<file path="src/rtl/mcpu_ram_controller.sv">
// Shared data/instruction RAM with a registered read/write data port and a registered read-only
// instruction port. Define MCPU_RAM_WR_FORWARD_EN for write-first collisions; default is read-first.
module mcpu_ram_controller #(
    parameter int WORD_SIZE  = 16,
    parameter int ADDR_WIDTH = 8,
    parameter int RAM_SIZE   = 1 << ADDR_WIDTH
) (
    input  logic                  clk,
    input  logic                  rst,
    input  logic                  we,
    input  logic [WORD_SIZE-1:0]  datawr,
    input  logic                  re,
    input  logic [ADDR_WIDTH-1:0] addr,
    output logic [WORD_SIZE-1:0]  datard,
    input  logic [ADDR_WIDTH-1:0] instraddr,
    output logic [WORD_SIZE-1:0]  instrrd
);
    localparam int IDX_W = (RAM_SIZE > 1) ? $clog2(RAM_SIZE) : 1;
    localparam logic [ADDR_WIDTH:0] LIMIT = (ADDR_WIDTH + 1)'(RAM_SIZE);

    logic [WORD_SIZE-1:0] mem [RAM_SIZE];

    logic                 data_ok, instr_ok, wr_en;
    logic [IDX_W-1:0]     data_idx, instr_idx;
    logic [WORD_SIZE-1:0] data_mem, instr_mem, data_next, instr_next;

    // Addresses beyond the populated range read as zero and swallow writes.
    assign data_ok   = {1'b0, addr} < LIMIT;
    assign instr_ok  = {1'b0, instraddr} < LIMIT;
    assign data_idx  = addr[IDX_W-1:0];
    assign instr_idx = instraddr[IDX_W-1:0];
    assign data_mem  = data_ok  ? mem[data_idx]  : '0;
    assign instr_mem = instr_ok ? mem[instr_idx] : '0;

    // An unknown we evaluates false, so no write is committed for it.
    assign wr_en = we && !rst && data_ok;

    always_ff @(posedge clk) begin
        if (wr_en)
            mem[data_idx] <= datawr;
    end

`ifdef MCPU_RAM_WR_FORWARD_EN
    assign data_next  = wr_en ? datawr : data_mem;
    assign instr_next = (wr_en && (instraddr == addr)) ? datawr : instr_mem;
`else
    assign data_next  = data_mem;
    assign instr_next = instr_mem;
`endif

    // Memory contents survive reset; only the output registers clear.
    always_ff @(posedge clk or posedge rst) begin
        if (rst) begin
            datard  <= '0;
            instrrd <= '0;
        end else begin
            if (re)
                datard <= data_next;
            instrrd <= instr_next;
        end
    end

endmodule

</file>
<file path="config.mk">
export PLATFORM = sky130hd
export DESIGN_NAME = mcpu_ram_controller
export DESIGN_NICKNAME = d
export VERILOG_FILES = /design/src/rtl/mcpu_ram_controller.sv
export SDC_FILE = /design/constraint.sdc
export NUM_CORES = 2
export LEC_CHECK = 0
export BUFFER_PORTS_ARGS = -buffer_cell sky130_fd_sc_hd__buf_2
export CAP_MARGIN = 25
export CORE_MARGIN = 5
export CORE_UTILIZATION = 45
export DETAILED_ROUTE_END_ITERATION = 12
export PLACE_DENSITY = 0.58
export SLEW_MARGIN = 20
export SYNTH_ARGS = -nofsm -noshare
export SYNTH_HDL_FRONTEND = slang
export SYNTH_SLANG_ARGS = --single-unit
</file>
<file path="constraint.sdc">
create_clock -name clk -period 2.9 [get_ports clk]
set_input_delay 0.58 -clock clk [delete_from_list [all_inputs] [get_ports clk]]
set_output_delay 0.58 -clock clk [all_outputs]
set_load 0.005 [all_outputs]
</file>
==> results.md <==
- The DRC marker count from the first detailed-route iteration is 17900.
- The via total after detailed routing is 114900.
- In this design, the stage delay of the slowest critical-path cell is 510 ps.
- The pre-antenna-repair detailed-routing pass consisted of 6 iterations.
- The clock tree from TritonCTS is done.
- The class of the most critical hold timing path is input pin to flip-flop.
- The final-report max-slew violation count came to 0.
- Of the post-synthesis cell area, the dominant cell type holds 64.41%.
- Based on the critical path, the design can be clocked at up to 344.1 MHz.
- By instance count, the cell type seen most on the critical path is buf_12.
- The final count of hold timing violations is 0.
- The proportion of power drawn by flip-flops and latches is 48.7%.
- The origin of the worst setup path is instraddr[0].
- The synthesized area divided by synthesized cell count is 21.43 um2.
- From left edge to right edge, the die measures 661.4 um.
- The critical path goes through buf_12 > buf_12 > buf_12 > buf_12 > buf_4 > mux4_2 > mux4_2 > nor2b_1 > nor4_2 > buf_4 > nor4_1.
- The worst-case IR drop observed on VDD is 514.9 uV.
- For the final routed database, the setup TNS stands at -6.174 ps.
- The highest metal layer used by the detailed router is met5.
- The startpoint of the lowest-slack hold path is datawr[8].
- The worst setup path is of the input pin to flip-flop kind.
- The launching element type of the critical path is an input pin.
- The congestion estimate from routability-driven global placement came to 0.9766.
- The data arrival time of the worst path is 3750 ps.
- The met1 layer wirelength in the final routing is 259200 um.
- Dividing the detail-routed wire length by the instance count gives 43.22 um.
- The share of total power dissipated in combinational logic is 10.0%.
- The floorplan step set the die height to 661.4 um.
- The post-route minimum period is 2906 ps.
- The run finished, with violations left.
- The floorplan row count is 239.
- The initial utilization of the core area, before any placement, comes to 45.10%.
- The slew of the pin with the lowest slew margin is 1267 ps.
- The power density over cell area is 581.6 nW/um2.
- The maximum count of clock buffers along a single path is 4.
- The number of enable-type register cells in the synthesized netlist is 4096.
- The TritonCTS buffer count is 442.
- The final design instance area without fill is 233000 um2.
- The checks that failed: setup timing.
- The cell internal power dissipation is 103.4 mW.
- The ratio of final minimum period to clock period is 100.2%.
- Detailed routing placed a total of 331000 um of wire on met2.
- The fraction of registers with async set/reset is 0.7752%.
- After synthesis the netlist holds a flip-flop and latch count of 4128.
- The number of ports placed on the die boundary is 68.
- The analysis attributes to cell leakage a power of 75.11 nW.
- Measured against its own limit, the worst slew margin works out to 15.55%.
- The number of antenna violations at the first check in global routing is 49.
- For this block, the routed nets add up to 722600 um of wire.
- Along the worst path, the maximum fanout reaches 17.
- The final setup violation count is 1.
- The total placed instance area is 218500 um2.
- The first global-routing pass estimated 983500 um of wire.
- The number of buffers and inverters on the critical path is 6.
- At the worst endpoint, the required time is 3740 ps.
- The via count of the first global-routing pass came to 115000.
- The cell with the largest stage delay on the worst path is nor4_2.
- The portion of total power attributed to the clock network is 41.3%.
- The count of synthesis-stage warnings from yosys is 0.
- The core area is 423400 um2.
- The total routing usage reported by global routing is 32.91%.
- The total standard cell area after synthesis is 191000 um2.
- The mean number of vias per cell is 6.874.
- Counting distinct cell types in the post-synthesis netlist gives 69.
- The max-cap check violation count is 0.
- The switching fraction of total power is 23.66%.
- The most frequent cell after synthesis is edfxtp_1.
- The fraction of layout instances using a drive strength above 1 is 48.73%.
- In this run the power spent charging and discharging nets is 32.05 mW.
- After the last flow step, the layout net total stands at 10680.
- Relative to the synthesized area, the layout overhead comes to 21.99%.
- In the detailed route, the total length drawn on met3 is 85010 um.
- The count of nets left with antenna violations once routing finished came out at 0.
- The DRC violation count after routing is 0.
- The sequential share of the synthesized area is 64.83%.
- The floorplan die area is 437500 um2.
- In the synthesized netlist, the cells that appear most often are edfxtp_1 (4096), mux4_2 (2303), nor2_1 (315), mux2i_1 (278), nand2_1 (272).
- The master cell of the clock root buffer is clkbuf_16.
- After clock tree synthesis, the clock-pin slew on the worst setup and hold paths is 70 ps.
- The number of levels the H-tree was split into is 5.
- The most instantiated flip-flop cell in the synthesis netlist is edfxtp_1.
- Counting every net in the synthesized netlist gives 8945.
- The setup slack of the worst register-to-register path is 70 ps.
- The clock sink total is 4128.
- Across the routed clock network, the largest skew measured is 58.74 ps.
- The kind of cell adding the most delay to the critical path is buffers and inverters.
- The worst setup path is captured at a flip-flop.
- The final worst-path setup slack is -6.174 ps.
- The number of buffers added on ports is 67.
- The startpoint identified for the worst register-to-register timing path is mem[68][13].
- The cell type with the highest aggregate area in the netlist is edfxtp_1.
- The pin count of the biggest net entering global routing is 124.
- Sorting the synthesized cells by area gives the leading types as edfxtp_1 (64%), mux4_2 (27%), mux2i_1 (1.5%).
- The estimated wirelength of the detail-placed design is 499300 um.
- The synthesized netlist cell count is 8909.
- The clock insertion delay at the later pin of the skew report is 1040 ps.
- The total global routing overflow is 0.
## timing repair
item                                   CTS  global route
hold buffers                             3             0
gates resized for setup                 24            15
gates cloned                             0             0
pin swaps                                0             1
endpoints found under the hold margin   70             0
setup buffers                            0             0
setup endpoints to repair               13            12
## layer usage
metal,up-vias,track usage [%]
met2,8108,49.89
met1,62240,44.20
li1,43040,-
met4,36,17.61
met3,1511,8.272
met5,-,0.01097
## flip-flops by register name, indices dropped and copies added, names as in the netlist
name / flops
datard: 16
instrrd: 16
mem: 4096
## worst register-to-register path: cells and delay by family, from the launching register on
family	cells	cell delay, ps
mux	2	1030
flops	1	380
compound gates	1	360
buf+inv	3	530
simple gates	3	380
## cell families (layout without fill, tap and decap cells)
logic type             after synthesis  in the layout  share of synthesized area, %
buffers and inverters              732           2837                         2.058
DFF                               4128           4128                         64.83
muxes                             2657           2657                         29.07
and+or+nand+nor                    883            883                         2.080
other                                0             43                             0
AOI/OAI and AO/OA                  509            509                         1.965
## area by class of cell
cell class	instances	area, um2
Fill cell	31920	190500
Sequential cell	4128	123800
Multi-Input combinational cell	4049	65290
Timing Repair Buffer	2019	22570
Clock buffer	537	11610
Tap cell	5663	7086
Clock inverter	274	2451
Antenna cell	43	107.6
Inverter	7	42.54
## placed cells by master, fill, tap and decap left out, types with 16 or more instances in the layout
master / n
a22o_1: 25
nand2_1: 260
a22oi_1: 64
edfxtp_1: 4096
clkinv_1: 103
nand4_1: 16
nor2_1: 63
buf_12: 588
a21oi_1: 60
mux2_2: 76
mux4_2: 2303
nor3_1: 29
o22ai_1: 95
nor2_4: 166
o21ai_0: 28
a211oi_1: 23
nor4_1: 22
a32oi_1: 59
buf_2: 42
clkinvlp_4: 20
mux2i_1: 276
nand3_1: 70
dfrtp_1: 32
diode_2: 43
clkbuf_1: 85
bufinv_16: 40
clkbuf_16: 450
nor2_2: 86
clkbuf_8: 18
o221ai_1: 19
buf_4: 1362
clkinv_2: 93
nor2b_1: 48
nand2b_1: 20
a221oi_1: 24
## stage by stage
step / setup WS (ps) / util, % / cells / hold slack [ps] / power, mW
after floorplan: -210.1 / - / 8909 / 494.6 / 73.24
after global placement: -1911 / 51.59 / 15860 / 544.0 / 80.40
after detailed placement: -1528 / 51.61 / 15860 / 556.9 / 80.52
after CTS: 3.574 / 54.96 / 16680 / 27.32 / 135.8
after global routing: -12.56 / 55.00 / 16690 / 76.13 / 138.8
final: -6.174 / 55.01 / 16720 / 102.9 / 135.5
## power groups by stage
stage / registers (mW) / clock network [mW] / logic [mW]
3_5_place_dp: 67.3 / 0 / 13.2
2_1_floorplan: 67.0 / 0 / 6.20
6_report: 66.0 / 55.9 / 13.5
3_3_place_gp: 67.3 / 0 / 13.1
5_1_grt: 66.0 / 59.0 / 13.8
4_1_cts: 66.0 / 56.5 / 13.3
## worst paths after layout
kind	end	cells after the start
worst max register to register	instrrd[13]	9
max in group asynchronous	instrrd[10]	4
worst max-delay path	instrrd[9]	11
worst min register to register	datard[0]	2
min in group asynchronous	datard[12]	4
worst min-delay path	mem[71][8]	1
Note: power is estimated with default switching activity, not from simulation.
